<file path="src/rtl/match_count_datapath.sv">
// Counts det_in&en hits; raises status for HOLD_CYC cycles once THRESH hits are seen; sticky sat on overflow attempt.
// Latency: 1 clk from hit to registered outputs; no backpressure, en simply gates hits.
module match_count_datapath #(
   parameter int CNT_W    = 8,
   parameter int THRESH   = 4,
   parameter int HOLD_CYC = 3
) (
   input  logic             clk,
   input  logic             rst,
   input  logic             det_in,
   input  logic             clr,
   input  logic             en,
   output logic             status,
   output logic [CNT_W-1:0] count,
   output logic             sat,
   output logic             busy
);

   localparam int TMR_W = (HOLD_CYC < 1) ? 1 : $clog2(HOLD_CYC + 1);
   localparam logic [CNT_W-1:0] THRESH_V = CNT_W'(THRESH);
   localparam logic [TMR_W-1:0] HOLD_V   = TMR_W'(HOLD_CYC);
   localparam logic [CNT_W-1:0] CNT_MAX  = '1;

   typedef enum logic [1:0] {
      IDLE  = 2'd0,
      COUNT = 2'd1,
      HOLD  = 2'd2
   } state_t;

   state_t           state;
   logic [TMR_W-1:0] timer;

   logic             hit;
   logic             at_max;
   logic [CNT_W-1:0] cnt_inc;
   logic             thresh_hit;
   logic             tmr_expire;

   assign hit        = det_in & en;
   assign at_max     = (count == CNT_MAX);
   // Count never wraps: at all-ones the "incremented" value is the count itself.
   assign cnt_inc    = at_max ? count : count + 1'b1;
   assign thresh_hit = hit && !at_max && (cnt_inc == THRESH_V);
   assign tmr_expire = (timer <= TMR_W'(1));

   always_ff @(posedge clk or posedge rst) begin
      if (rst) begin
         state  <= IDLE;
         count  <= '0;
         status <= 1'b0;
         sat    <= 1'b0;
         busy   <= 1'b0;
         timer  <= '0;
      end else if (clr) begin
         state  <= IDLE;
         count  <= '0;
         status <= 1'b0;
         sat    <= 1'b0;
         busy   <= 1'b0;
         timer  <= '0;
      end else begin
         case (state)
            IDLE, COUNT: begin
               if (hit) begin
                  count <= cnt_inc;
                  busy  <= 1'b1;
                  if (at_max) sat <= 1'b1;
                  if (thresh_hit) begin
                     state  <= HOLD;
                     status <= 1'b1;
                     timer  <= HOLD_V;
                  end else begin
                     state  <= COUNT;
                  end
               end
            end
            HOLD: begin
               // Expiry wins over a coincident hit, which is dropped.
               if (tmr_expire) begin
                  state  <= IDLE;
                  count  <= '0;
                  status <= 1'b0;
                  busy   <= 1'b0;
                  timer  <= '0;
               end else begin
                  timer <= timer - 1'b1;
                  if (hit) begin
                     count <= cnt_inc;
                     if (at_max) sat <= 1'b1;
                  end
               end
            end
            default: begin
               state  <= IDLE;
               count  <= '0;
               status <= 1'b0;
               busy   <= 1'b0;
               timer  <= '0;
            end
         endcase
      end
   end

endmodule

</file>
<file path="config.mk">
export PLATFORM = sky130hd
export DESIGN_NAME = match_count_datapath
export DESIGN_NICKNAME = d
export VERILOG_FILES = /design/src/rtl/match_count_datapath.sv
export SDC_FILE = /design/constraint.sdc
export NUM_CORES = 1
export LEC_CHECK = 0
export CORE_MARGIN = 4
export CORE_UTILIZATION = 45
export CTS_CLUSTER_SIZE = 28
export DETAILED_ROUTE_END_ITERATION = 8
export DONT_BUFFER_PORTS = 1
export SYNTH_ARGS = -nofsm -noshare
export SYNTH_HDL_FRONTEND = slang
export SYNTH_SLANG_ARGS = --single-unit
</file>
<file path="constraint.sdc">
create_clock -name clk -period 1.7 [get_ports clk]
set_input_delay 0.17 -clock clk [delete_from_list [all_inputs] [get_ports clk]]
set_output_delay 0.17 -clock clk [all_outputs]
set_load 0.01 [all_outputs]
</file>
==> metrics.txt, run 1 <==
# TYPE chip_impl_metric gauge
chip_impl_metric{name="cts_setup_buffers",unit=""} 0
chip_impl_metric{name="synth_area",unit="um2"} 862
chip_impl_metric{name="synthesis.instances",unit=""} 92
chip_impl_metric{name="clock-skew-final",unit="ns"} 0.00115
chip_impl_metric{name="grt_pass1_wl",unit="um"} 3670
chip_impl_metric{name="initial_standard_cell_utilization_of_the_core",unit="%"} 48.9
chip_impl_metric{name="dp.cells",unit=""} 125
chip_impl_metric{name="gp_congestion",unit=""} 0.807
chip_impl_metric{name="yosysTopAreaCellShare",unit="%"} 43.5
chip_impl_metric{name="finalHoldViolCount",unit=""} 0
chip_impl_metric{name="avgSynthCellArea",unit="um2"} 9.37
chip_impl_info{name="hold_path.class",value="in2reg"} 1
chip_impl_info{name="yosysTopAreaCell",value="sky130_fd_sc_hd__dfrtp_1"} 1
chip_impl_metric{name="timing.final.crit_share",unit="%"} 103
chip_impl_info{name="cts-root-buf",value="sky130_fd_sc_hd__clkbuf_4"} 1
chip_impl_info{name="synthTopCellsByArea",value="sky130_fd_sc_hd__dfrtp_1, sky130_fd_sc_hd__nor2_1, sky130_fd_sc_hd__mux2i_1, sky130_fd_sc_hd__nand2_1, sky130_fd_sc_hd__a21oi_1"} 1
chip_impl_metric{name="core-area",unit="um2"} 1760
chip_impl_metric{name="layout.nets",unit=""} 113
chip_impl_metric{name="arrival",unit="ns"} 1.97
chip_impl_metric{name="timing.critical_path.required",unit="ns"} 1.92
chip_impl_metric{name="clk_pin_slew",unit="ns"} 0.10
chip_impl_info{name="worst_setup_start_kind",value="flop"} 1
chip_impl_metric{name="max_slew.worst_pin.slew",unit="ns"} 0.599
chip_impl_metric{name="cts_max_level",unit=""} 1
chip_impl_info{name="crit_type",value="reg2reg"} 1
chip_impl_metric{name="largest_net_degree_at_the_start_of_global_routing",unit=""} 16
chip_impl_metric{name="routedWlPerCell",unit="um"} 16.3
chip_impl_metric{name="worstSkewPairLatency",unit="ns"} 0.29
chip_impl_metric{name="grt_util_all_layers",unit="%"} 18.7
chip_impl_metric{name="postSynthRegisterBits",unit=""} 15
chip_impl_metric{name="timing.critical_path.fanout_max",unit=""} 4
chip_impl_metric{name="groute.layer.met1.usage",unit="%"} 23.6
chip_impl_metric{name="drive_above_1_share",unit="%"} 26.4
chip_impl_metric{name="grt_pass1_vias",unit=""} 797
chip_impl_metric{name="final_cell_count_no_fill",unit=""} 131
chip_impl_metric{name="dieArea",unit="um2"} 2680
chip_impl_metric{name="synthesis.nets",unit=""} 98
chip_impl_metric{name="cts-root-to-sink-buffers",unit=""} 2
chip_impl_metric{name="maxSlewHeadroom",unit="%"} 60.0
chip_impl_metric{name="detail-route-antenna-nets",unit=""} 0
chip_impl_metric{name="cts_num_sinks",unit=""} 15
chip_impl_metric{name="portBuffers",unit=""} 0
chip_impl_metric{name="site_rows",unit=""} 15
chip_impl_metric{name="antenna_cells_inserted",unit=""} 0
chip_impl_metric{name="top_level_ports",unit=""} 16
chip_impl_metric{name="grtUsageMet2",unit="%"} 30.5
chip_impl_metric{name="postRouteWirelength",unit="um"} 2140
chip_impl_info{name="gr-max-usage-layer",value="met2"} 1
chip_impl_metric{name="register_area",unit="um2"} 379
chip_impl_metric{name="peakVddDrop",unit="uV"} 470
chip_impl_metric{name="detailedRoute.firstIterationViolations",unit=""} 27
chip_impl_info{name="setup_repair_after_global_routing_missed_its_margin",value="yes"} 1
chip_impl_metric{name="leakagePower",unit="nW"} 0.452
chip_impl_info{name="most-common-layout-cells",value="sky130_fd_sc_hd__dfrtp_1, sky130_fd_sc_hd__buf_4, sky130_fd_sc_hd__nor2_1"} 1
chip_impl_metric{name="cts_inserted_buffers",unit=""} 3
chip_impl_metric{name="max-cap-violations",unit=""} 0
chip_impl_metric{name="synthToLayoutAreaGrowth",unit="%"} 21.6
chip_impl_metric{name="drv_slew",unit=""} 0
chip_impl_metric{name="detailedRoute.firstPassIterationCount",unit=""} 4
chip_impl_metric{name="finalInstanceArea",unit="um2"} 1050
chip_impl_metric{name="grt-ovfl-total",unit=""} 0
chip_impl_info{name="status",value="finished with violations"} 1
chip_impl_metric{name="dr_total_vias",unit=""} 757
chip_impl_metric{name="max_freq",unit="GHz"} 0.572
chip_impl_metric{name="period_minus_slack",unit="ns"} 1.75
chip_impl_metric{name="groute.layer.met3.usage",unit="%"} 5.16
chip_impl_metric{name="fin_tns_setup",unit="ns"} -0.171
chip_impl_metric{name="multi_input_area",unit="um2"} 489
chip_impl_metric{name="final_routed_drc_violation_total",unit=""} 0
chip_impl_metric{name="powerDensity",unit="nW/um2"} 613
chip_impl_info{name="cts_tree",value="done"} 1
chip_impl_info{name="layout.cells.most_common",value="sky130_fd_sc_hd__dfrtp_1"} 1
chip_impl_metric{name="die_width",unit="um"} 51.8
chip_impl_metric{name="placedInstanceArea",unit="um2"} 975
chip_impl_metric{name="setup_slack",unit="ns"} -0.0494
chip_impl_metric{name="fraction_of_the_yosys_area_taken_by_sequential_cells",unit="%"} 43.5
chip_impl_metric{name="via_density_per_instance",unit=""} 5.78
chip_impl_metric{name="num-fill-cells",unit=""} 163
chip_impl_metric{name="chipHeight",unit="um"} 51.8
chip_impl_metric{name="yosys.cell_types.count",unit=""} 36
chip_impl_metric{name="hpwlAfterDp",unit="um"} 1520
chip_impl_info{name="crit_path_end_kind",value="flop"} 1
chip_impl_metric{name="ys.warnings.count",unit=""} 0
chip_impl_metric{name="setup-violations-final",unit=""} 4
chip_impl_metric{name="antenna_violations_before_repair",unit=""} 0
chip_impl_info{name="failed_checks",value="setup timing"} 1
-- cell families after synthesis --
| group | share of synthesized area [%] |
|---|---|
| buffers and inverters | 4.35 |
| AOI/OAI and AO/OA | 20.3 |
| adders and majority gates | 1.45 |
| and+or+nand+nor | 23.8 |
| DFF | 43.5 |
| xor gates and xnor gates | 3.05 |
| muxes | 3.48 |
-- synth_stat cells --
master,number
sky130_fd_sc_hd__o22ai_1,1
sky130_fd_sc_hd__and2_1,2
sky130_fd_sc_hd__ha_1,1
sky130_fd_sc_hd__clkbuf_1,2
sky130_fd_sc_hd__nor2b_1,2
sky130_fd_sc_hd__a21bo_2,1
sky130_fd_sc_hd__nor3_1,3
sky130_fd_sc_hd__o21ai_1,2
sky130_fd_sc_hd__nand3_2,1
sky130_fd_sc_hd__nor4b_1,1
sky130_fd_sc_hd__and4_1,2
sky130_fd_sc_hd__a311oi_1,1
sky130_fd_sc_hd__a211oi_1,2
sky130_fd_sc_hd__a21oi_1,5
sky130_fd_sc_hd__nor2_1,9
sky130_fd_sc_hd__nand2b_1,2
sky130_fd_sc_hd__dfrtp_1,15
sky130_fd_sc_hd__o21ai_0,4
sky130_fd_sc_hd__and3_4,1
sky130_fd_sc_hd__nand4bb_1,1
sky130_fd_sc_hd__a311o_1,1
sky130_fd_sc_hd__a21o_1,1
sky130_fd_sc_hd__o21a_1,1
sky130_fd_sc_hd__xnor2_1,1
sky130_fd_sc_hd__mux2i_1,3
sky130_fd_sc_hd__nand4_1,3
sky130_fd_sc_hd__o22ai_2,1
sky130_fd_sc_hd__inv_1,5
sky130_fd_sc_hd__xor2_1,2
sky130_fd_sc_hd__a2111oi_0,1
sky130_fd_sc_hd__a2111o_1,1
sky130_fd_sc_hd__o21ba_2,1
sky130_fd_sc_hd__nand2_1,7
sky130_fd_sc_hd__buf_6,1
sky130_fd_sc_hd__a31oi_1,2
sky130_fd_sc_hd__nand3_1,3
-- power by group --
part           internal, mW  switching, mW  leakage, nW  total [mW]
sequential            0.363        0.00673        0.202       0.370
clock                0.0876          0.126       0.0177       0.214
combinational        0.0261         0.0329        0.232      0.0590
total                 0.477          0.166        0.452       0.643
-- state kept, by name (all words and copies together) (netlist names) --
| name | cells |
|---|---|
| state | 2 |
| status | 1 |
| count | 8 |
| timer | 2 |
| sat | 1 |
| busy | 1 |
-- final timing paths --
check	from	end	slack, ns	cells past startpoint
min in group asynchronous	rst	busy	0.38	2
worst max register to register	count[1]	state[1]	-0.05	5
worst max-delay path	count[1]	state[1]	-0.05	5
worst min register to register	busy	busy	0.57	1
max in group asynchronous	rst	count[0]	0.89	2
worst min-delay path	clr	busy	0.06	2
-- stage by stage --
step / setup WS (ns) / util (%) / hold slack (ns) / power (mW)
2_1_floorplan: -0.0791 / - / 0.0713 / 0.408
3_3_place_gp: -0.115 / 55.2 / 0.146 / 0.422
3_5_place_dp: -0.175 / 55.2 / 0.158 / 0.424
4_1_cts: -0.0485 / 58.8 / 0.0530 / 0.647
5_1_grt: -0.0981 / 59.4 / 0.0639 / 0.666
6_report: -0.0494 / 59.4 / 0.0600 / 0.643
-- cell type report --
type                       count  share of cell area [%]
multi-input combinational     69                    46.7
sequential                    15                    36.2
timing repair buffer          13                    9.79
tap                           25                    2.98
clock buffer                   3                    2.15
inverter                       5                    1.79
clock inverter                 1                   0.477
-- what timing repair did --
action	CTS	global route
gates cloned	0	0
hold endpoints to repair	18	0
setup endpoints to repair	4	7
pin swaps	2	1
gates resized for setup	2	5
hold buffers	2	0
-- per-layer routing --
metal / part of all wire [%] / vias up
met4: 1.2 / 0
li1: - / 370
met1: 48 / 360
met5: 0 / -
met3: 5.5 / 4
met2: 46 / 23
-- worst max-delay path, cell delays in order, from the launching register on --
cell                       delay, ns
sky130_fd_sc_hd__dfrtp_2        0.44
sky130_fd_sc_hd__ha_4           0.17
sky130_fd_sc_hd__and2_4         0.15
sky130_fd_sc_hd__a311o_1        0.32
sky130_fd_sc_hd__a2111o_1       0.45
sky130_fd_sc_hd__o21ai_1        0.16
(Power assumes the default switching activity.)
==> run 2, diff against run 1 <==
--- a/config.mk
+++ b/config.mk
@@ -10,6 +10,7 @@
 export CTS_CLUSTER_SIZE = 28
 export DETAILED_ROUTE_END_ITERATION = 8
 export DONT_BUFFER_PORTS = 1
+export PLACE_DENSITY = 0.59
 export SYNTH_ARGS = -nofsm -noshare
 export SYNTH_HDL_FRONTEND = slang
 export SYNTH_SLANG_ARGS = --single-unit
==> run 2 against run 1 <==
Compared with the run above:
- the run ends with hold timing, setup timing left
- clock power fell by 4%
- die area did not move
- fmax rose by 0.76%
- non-clock buffer count rose by 2
- final cell count rose by 1.5%
- power fell by 1.4%
- largest cell class unchanged
- design area rose by 0.72%
- routed wire length fell by 1.9%
- count of clock-buffer cells in the layout rose by 1
- utilization rose by 0.43 points
- via count fell by 1.5%
- combinational power fell by 1%
- critical path type unchanged
==> metrics.txt, run 2 (synthesis results as in run 1) <==
# TYPE chip_impl_metric gauge
chip_impl_info{name="status",value="finished with violations"} 1
chip_impl_info{name="failed_checks",value="hold timing, setup timing"} 1
chip_impl_info{name="r2r-end",value="timer[0]"} 1
chip_impl_metric{name="portBuffers",unit=""} 0
chip_impl_metric{name="synthToLayoutAreaGrowth",unit="%"} 22.5
chip_impl_metric{name="chipHeight",unit="um"} 51.8
chip_impl_metric{name="layout.nets",unit=""} 115
chip_impl_metric{name="grt-ovfl-total",unit=""} 0
chip_impl_metric{name="cts_inserted_buffers",unit=""} 3
chip_impl_metric{name="cts_max_level",unit=""} 1
chip_impl_info{name="worstHoldStart",value="clr"} 1
chip_impl_metric{name="arrival",unit="ns"} 1.95
chip_impl_info{name="reg_with_most_ffs",value="count"} 1
chip_impl_metric{name="detailedRoute.firstIterationViolations",unit=""} 17
chip_impl_info{name="cts-root-buf",value="sky130_fd_sc_hd__clkbuf_4"} 1
chip_impl_info{name="setup_repair_after_global_routing_missed_its_margin",value="yes"} 1
chip_impl_metric{name="grt_pass1_vias",unit=""} 801
chip_impl_metric{name="final_routed_drc_violation_total",unit=""} 0
chip_impl_metric{name="cts_setup_buffers",unit=""} 0
chip_impl_metric{name="finalHoldViolCount",unit=""} 3
chip_impl_metric{name="antenna_cells_inserted",unit=""} 0
chip_impl_metric{name="reg2regPathDepth",unit=""} 5
chip_impl_metric{name="initial_standard_cell_utilization_of_the_core",unit="%"} 48.9
chip_impl_metric{name="cts_num_sinks",unit=""} 15
chip_impl_metric{name="whs_path_depth",unit=""} 1
chip_impl_info{name="most-common-layout-cells",value="sky130_fd_sc_hd__buf_4, sky130_fd_sc_hd__dfrtp_1, sky130_fd_sc_hd__nor2_1"} 1
chip_impl_metric{name="period_minus_slack",unit="ns"} 1.74
chip_impl_metric{name="worstSkewPairLatency",unit="ns"} 0.28
chip_impl_metric{name="timing.critical_path.required",unit="ns"} 1.91
chip_impl_info{name="crit_path_end_kind",value="flop"} 1
chip_impl_metric{name="timing.final.crit_share",unit="%"} 102
chip_impl_metric{name="detail-route-antenna-nets",unit=""} 0
chip_impl_metric{name="gp_congestion",unit=""} 0.793
chip_impl_metric{name="dr_total_vias",unit=""} 746
chip_impl_metric{name="dieArea",unit="um2"} 2680
chip_impl_metric{name="hold_slack",unit="ns"} -0.0584
chip_impl_info{name="worstReg2RegStart",value="count[1]"} 1
chip_impl_info{name="worst_hold_path.endpoint",value="sat"} 1
chip_impl_metric{name="clk_pin_slew",unit="ns"} 0.10
chip_impl_metric{name="grt_pass1_wl",unit="um"} 3680
chip_impl_metric{name="placedInstanceArea",unit="um2"} 997
chip_impl_metric{name="ff2ff_setup_slack",unit="ns"} -0.04
chip_impl_metric{name="cts-root-to-sink-buffers",unit=""} 2
chip_impl_metric{name="clock-skew-final",unit="ns"} 0.00759
chip_impl_metric{name="core-area",unit="um2"} 1760
chip_impl_metric{name="routedWlPerCell",unit="um"} 15.8
chip_impl_metric{name="finalInstanceArea",unit="um2"} 1060
chip_impl_info{name="layout.cells.most_common",value="sky130_fd_sc_hd__buf_4"} 1
chip_impl_metric{name="top_level_ports",unit=""} 16
chip_impl_metric{name="timing.critical_path.fanout_max",unit=""} 4
chip_impl_metric{name="powerDensity",unit="nW/um2"} 600
chip_impl_info{name="worst_setup_start_kind",value="flop"} 1
chip_impl_metric{name="drv_slew",unit=""} 0
chip_impl_metric{name="setup-violations-final",unit=""} 4
chip_impl_info{name="crit_type",value="reg2reg"} 1
chip_impl_metric{name="max_freq",unit="GHz"} 0.576
chip_impl_metric{name="largest_register_ffs",unit=""} 8
chip_impl_metric{name="grt_util_all_layers",unit="%"} 18.3
chip_impl_metric{name="max-cap-violations",unit=""} 0
chip_impl_metric{name="postRouteWirelength",unit="um"} 2100
chip_impl_metric{name="max_slew.worst_pin.slew",unit="ns"} 0.586
chip_impl_metric{name="site_rows",unit=""} 15
chip_impl_metric{name="fin_tns_setup",unit="ns"} -0.108
chip_impl_metric{name="number_of_buffers_inserted_for_hold_repair_after_clock_tree_synthesis",unit=""} 1
chip_impl_metric{name="via_density_per_instance",unit=""} 5.61
chip_impl_metric{name="setup_slack",unit="ns"} -0.0362
chip_impl_metric{name="leakagePower",unit="nW"} 0.462
chip_impl_metric{name="drive_above_1_share",unit="%"} 26.9
chip_impl_metric{name="die_width",unit="um"} 51.8
chip_impl_metric{name="maxSlewHeadroom",unit="%"} 60.9
chip_impl_metric{name="peakVddDrop",unit="uV"} 457
chip_impl_info{name="cts_tree",value="done"} 1
chip_impl_metric{name="detailedRoute.firstPassIterationCount",unit=""} 4
chip_impl_metric{name="antenna_violations_before_repair",unit=""} 0
chip_impl_metric{name="largest_net_degree_at_the_start_of_global_routing",unit=""} 16
chip_impl_info{name="hold_path.class",value="in2reg"} 1
chip_impl_info{name="reg.largest.list",value="count (8), state (2), timer (2)"} 1
chip_impl_metric{name="hpwlAfterDp",unit="um"} 1550
-- run 2: worst max-delay path by stage --
| stage | endpoint | cells after the start | slack [ns] | from |
|---|---|---|---|---|
| finish | timer[0] | 5 | -0.04 | count[1] |
| CTS | timer[0] | 5 | -0.04 | count[1] |
| detailed placement | timer[0] | 5 | -0.15 | count[1] |
| global route | timer[0] | 5 | -0.08 | count[1] |
| global placement | timer[0] | 5 | -0.14 | count[1] |
| floorplan | timer[0] | 5 | -0.08 | count[0] |
-- run 2: through the flow --
step                instances  power, mW  util, %  setup slack (ns)
detailed placement        128      0.427     56.5            -0.146
finish                    133      0.634     59.9           -0.0362
floorplan                  92      0.408        -           -0.0791
CTS                       133      0.642     59.6           -0.0360
global route              133      0.662     59.9           -0.0785
global placement          128      0.425     56.5            -0.137
-- run 2: final cells by class --
class / instances / area (um2)
sequential: 15 / 379
timing repair buffer: 15 / 115
inverter: 5 / 18.8
clock buffer: 4 / 26.3
multi-input combinational: 69 / 485
fill: 161 / 708
tap: 25 / 31.3
-- run 2: power by group --
group	internal [mW]	total [mW]	leakage [nW]	switching (mW)
logic	0.0268	0.0584	0.244	0.0316
registers	0.363	0.369	0.202	0.00608
clock network	0.0909	0.206	0.0150	0.115
-- run 2: worst max-delay path: stages (launching register included) --
cell,delay (ns)
sky130_fd_sc_hd__dfrtp_2,0.43
sky130_fd_sc_hd__ha_4,0.16
sky130_fd_sc_hd__and2_4,0.15
sky130_fd_sc_hd__a311o_1,0.33
sky130_fd_sc_hd__a2111o_1,0.45
sky130_fd_sc_hd__o22ai_2,0.15
-- run 2: routing by layer --
layer  track usage, %  wire length, um  share of wire [%]
met5                0                0                  0
met4             4.80               12               0.57
met3             4.87               92                4.4
met2             28.4              988                 47
met1             25.1             1010                 48
-- run 2: repair_timing --
item | 4_1_cts | 5_1_grt
endpoints found under the setup margin | 6 | 6
pin swaps | 1 | 1
hold endpoints to repair | 18 | 3
resized for setup | 4 | 2
==> run 3, diff against run 2 <==
--- a/config.mk
+++ b/config.mk
@@ -10,7 +10,7 @@
 export CTS_CLUSTER_SIZE = 28
 export DETAILED_ROUTE_END_ITERATION = 8
 export DONT_BUFFER_PORTS = 1
-export PLACE_DENSITY = 0.59
+export PLACE_DENSITY_LB_ADDON = 0.08
 export SYNTH_ARGS = -nofsm -noshare
 export SYNTH_HDL_FRONTEND = slang
 export SYNTH_SLANG_ARGS = --single-unit
==> run 3 against run 2 <==
Compared with the run above:
- the flow still finishes with violations (hold timing, setup timing)
- critical path depth stayed put
- clock power hardly changed
- critical endpoint unchanged
- die area stayed put
- global-route usage is 0.78 points lower
- combinational power is 6.5% lower
==> metrics.txt, run 3 (synthesis results as in run 1) <==
# TYPE chip_impl_metric gauge
chip_impl_info{name="status",value="finished with violations"} 1
chip_impl_info{name="failed_checks",value="hold timing, setup timing"} 1
chip_impl_metric{name="antenna_cells_inserted",unit=""} 0
chip_impl_metric{name="max_slew.worst_pin.slew",unit="ns"} 0.591
chip_impl_metric{name="largest_register_ffs",unit=""} 8
chip_impl_metric{name="max_freq",unit="GHz"} 0.574
chip_impl_metric{name="site_rows",unit=""} 15
chip_impl_metric{name="final_routed_drc_violation_total",unit=""} 0
chip_impl_metric{name="cts_setup_buffers",unit=""} 0
chip_impl_metric{name="gp_congestion",unit=""} 0.799
chip_impl_metric{name="detailedRoute.firstPassIterationCount",unit=""} 4
chip_impl_metric{name="drive_above_1_share",unit="%"} 29.0
chip_impl_metric{name="hpwlAfterDp",unit="um"} 1540
chip_impl_metric{name="peakVddDrop",unit="uV"} 503
chip_impl_metric{name="arrival",unit="ns"} 1.97
chip_impl_metric{name="die_width",unit="um"} 51.8
chip_impl_info{name="most-common-layout-cells",value="sky130_fd_sc_hd__dfrtp_1, sky130_fd_sc_hd__buf_4, sky130_fd_sc_hd__nor2_1"} 1
chip_impl_metric{name="reg2regPathDepth",unit=""} 5
chip_impl_info{name="worst_setup_start_kind",value="flop"} 1
chip_impl_metric{name="critical_path_depth",unit=""} 5
chip_impl_metric{name="cts_num_sinks",unit=""} 15
chip_impl_metric{name="timing.final.crit_share",unit="%"} 102
chip_impl_metric{name="finalInstanceArea",unit="um2"} 1060
chip_impl_metric{name="cts_max_level",unit=""} 1
chip_impl_info{name="setup_repair_after_global_routing_missed_its_margin",value="yes"} 1
chip_impl_info{name="r2r-end",value="timer[0]"} 1
chip_impl_info{name="crit_path_end_kind",value="flop"} 1
chip_impl_metric{name="grt_pass1_vias",unit=""} 778
chip_impl_metric{name="cellInternalPower",unit="uW"} 475
chip_impl_metric{name="layout.nets",unit=""} 114
chip_impl_info{name="path_cells",value="ha_4 -> and2_4 -> a311o_1 -> a2111o_1 -> o22ai_2"} 1
chip_impl_metric{name="power_frac_seq",unit="%"} 58.4
chip_impl_metric{name="leakagePower",unit="nW"} 0.463
chip_impl_metric{name="setup_slack",unit="ns"} -0.0413
chip_impl_metric{name="timing.critical_path.fanout_max",unit=""} 4
chip_impl_metric{name="clock-skew-final",unit="ns"} 0.0129
chip_impl_metric{name="setup-violations-final",unit=""} 4
chip_impl_metric{name="powerDensity",unit="nW/um2"} 597
chip_impl_metric{name="postRouteWirelength",unit="um"} 2080
chip_impl_info{name="reg.largest.list",value="count (8), state (2), timer (2)"} 1
chip_impl_metric{name="worstSkewPairLatency",unit="ns"} 0.29
chip_impl_info{name="reg_with_most_ffs",value="count"} 1
chip_impl_metric{name="largest_net_degree_at_the_start_of_global_routing",unit=""} 16
chip_impl_metric{name="core-area",unit="um2"} 1760
chip_impl_info{name="worst_hold_path.endpoint",value="sat"} 1
chip_impl_metric{name="ff2ff_setup_slack",unit="ns"} -0.04
chip_impl_metric{name="critical_path.max_stage_delay",unit="ns"} 0.45
chip_impl_metric{name="detail-route-antenna-nets",unit=""} 0
chip_impl_metric{name="fin_util",unit="%"} 60.1
chip_impl_metric{name="combinational_group_share_of_total_power",unit="%"} 8.6
chip_impl_metric{name="period_minus_slack",unit="ns"} 1.74
chip_impl_metric{name="drv_slew",unit=""} 0
chip_impl_metric{name="grt_pass1_wl",unit="um"} 3490
chip_impl_metric{name="dr_total_vias",unit=""} 775
chip_impl_metric{name="finalHoldViolCount",unit=""} 3
chip_impl_info{name="cpMaxStageDelayCell",value="sky130_fd_sc_hd__a2111o_1"} 1
chip_impl_info{name="worstHoldStart",value="clr"} 1
chip_impl_metric{name="antenna_violations_before_repair",unit=""} 0
chip_impl_info{name="hold_path.class",value="in2reg"} 1
chip_impl_metric{name="p_sw_share",unit="%"} 25.1
chip_impl_metric{name="number_of_buffers_inserted_for_hold_repair_after_clock_tree_synthesis",unit=""} 1
chip_impl_metric{name="maxSlewHeadroom",unit="%"} 60.6
chip_impl_metric{name="grt_util_all_layers",unit="%"} 17.5
chip_impl_metric{name="via_density_per_instance",unit=""} 5.87
chip_impl_metric{name="p_clk_share",unit="%"} 33.0
chip_impl_info{name="cts_tree",value="done"} 1
chip_impl_metric{name="grt-ovfl-total",unit=""} 0
chip_impl_metric{name="hold_slack",unit="ns"} -0.0728
chip_impl_info{name="setup.worst_path.start",value="count[0]"} 1
chip_impl_info{name="path_delay_family",value="compound AO/OA/AOI/OAI gates"} 1
chip_impl_metric{name="cts_inserted_buffers",unit=""} 3
chip_impl_info{name="worstReg2RegStart",value="count[0]"} 1
chip_impl_metric{name="cts-root-to-sink-buffers",unit=""} 2
chip_impl_metric{name="synthToLayoutAreaGrowth",unit="%"} 23.1
chip_impl_metric{name="timing.critical_path.required",unit="ns"} 1.93
chip_impl_metric{name="chipHeight",unit="um"} 51.8
chip_impl_metric{name="dieArea",unit="um2"} 2680
chip_impl_metric{name="top_level_ports",unit=""} 16
chip_impl_metric{name="max-cap-violations",unit=""} 0
chip_impl_metric{name="routedWlPerCell",unit="um"} 15.7
chip_impl_metric{name="whs_path_depth",unit=""} 1
chip_impl_metric{name="placedInstanceArea",unit="um2"} 990
chip_impl_metric{name="power_switching",unit="uW"} 159
chip_impl_metric{name="path_buf_inv",unit=""} 0
chip_impl_metric{name="portBuffers",unit=""} 0
chip_impl_info{name="crit_type",value="reg2reg"} 1
chip_impl_metric{name="detailedRoute.firstIterationViolations",unit=""} 17
chip_impl_metric{name="initial_standard_cell_utilization_of_the_core",unit="%"} 48.9
chip_impl_metric{name="clk_pin_slew",unit="ns"} 0.10
chip_impl_info{name="cts-root-buf",value="sky130_fd_sc_hd__clkbuf_4"} 1
==> run 3: per-layer routing <==
| metal | wire length (um) | track usage, % | vias up |
|---|---|---|---|
| met3 | 123 | 6.30 | 6 |
| li1 | - | - | 368 |
| met4 | 36 | 8.30 | 0 |
| met1 | 971 | 21.9 | 380 |
| met2 | 944 | 26.7 | 21 |
| met5 | 0 | 0 | - |
==> run 3: worst max path at each step <==
stage                           to  slack (ns)
final                     timer[0]       -0.04
after CTS                 timer[0]       -0.03
after global placement    timer[0]       -0.13
after detailed placement  timer[0]       -0.15
after floorplan           timer[0]       -0.08
after global routing      timer[0]       -0.09
==> run 3: power groups by stage <==
stage	clock network [mW]	registers (mW)	logic (mW)
4_1_cts	0.219	0.370	0.0549
6_report	0.209	0.370	0.0546
3_5_place_dp	0	0.377	0.0470
2_1_floorplan	0	0.379	0.0291
5_1_grt	0.235	0.371	0.0611
3_3_place_gp	0	0.376	0.0458
==> run 3: final cells by class <==
cell class | count | area [um2]
inverter | 5 | 18.8
clock inverter | 1 | 5.00
timing repair buffer | 14 | 108
multi-input combinational | 69 | 498
clock buffer | 3 | 22.5
tap | 25 | 31.3
fill | 159 | 703
sequential | 15 | 378
==> run 3: stage by stage <==
step           power [mW]  std cells  setup WS (ns)  TNS (ns)
2_1_floorplan       0.408         92        -0.0791    -0.270
3_3_place_gp        0.422        127         -0.129    -0.474
3_5_place_dp        0.424        127         -0.150    -0.566
4_1_cts             0.644        132        -0.0306   -0.0881
5_1_grt             0.667        132        -0.0867    -0.301
6_report            0.634        132        -0.0413    -0.116
==> run 3: timing repair <==
item | 4_1_cts | 5_1_grt
cloned | 0 | 0
setup endpoints to repair | 4 | 6
gates resized for setup | 2 | 5
pin swaps | 1 | 2
hold endpoints to repair | 18 | 3
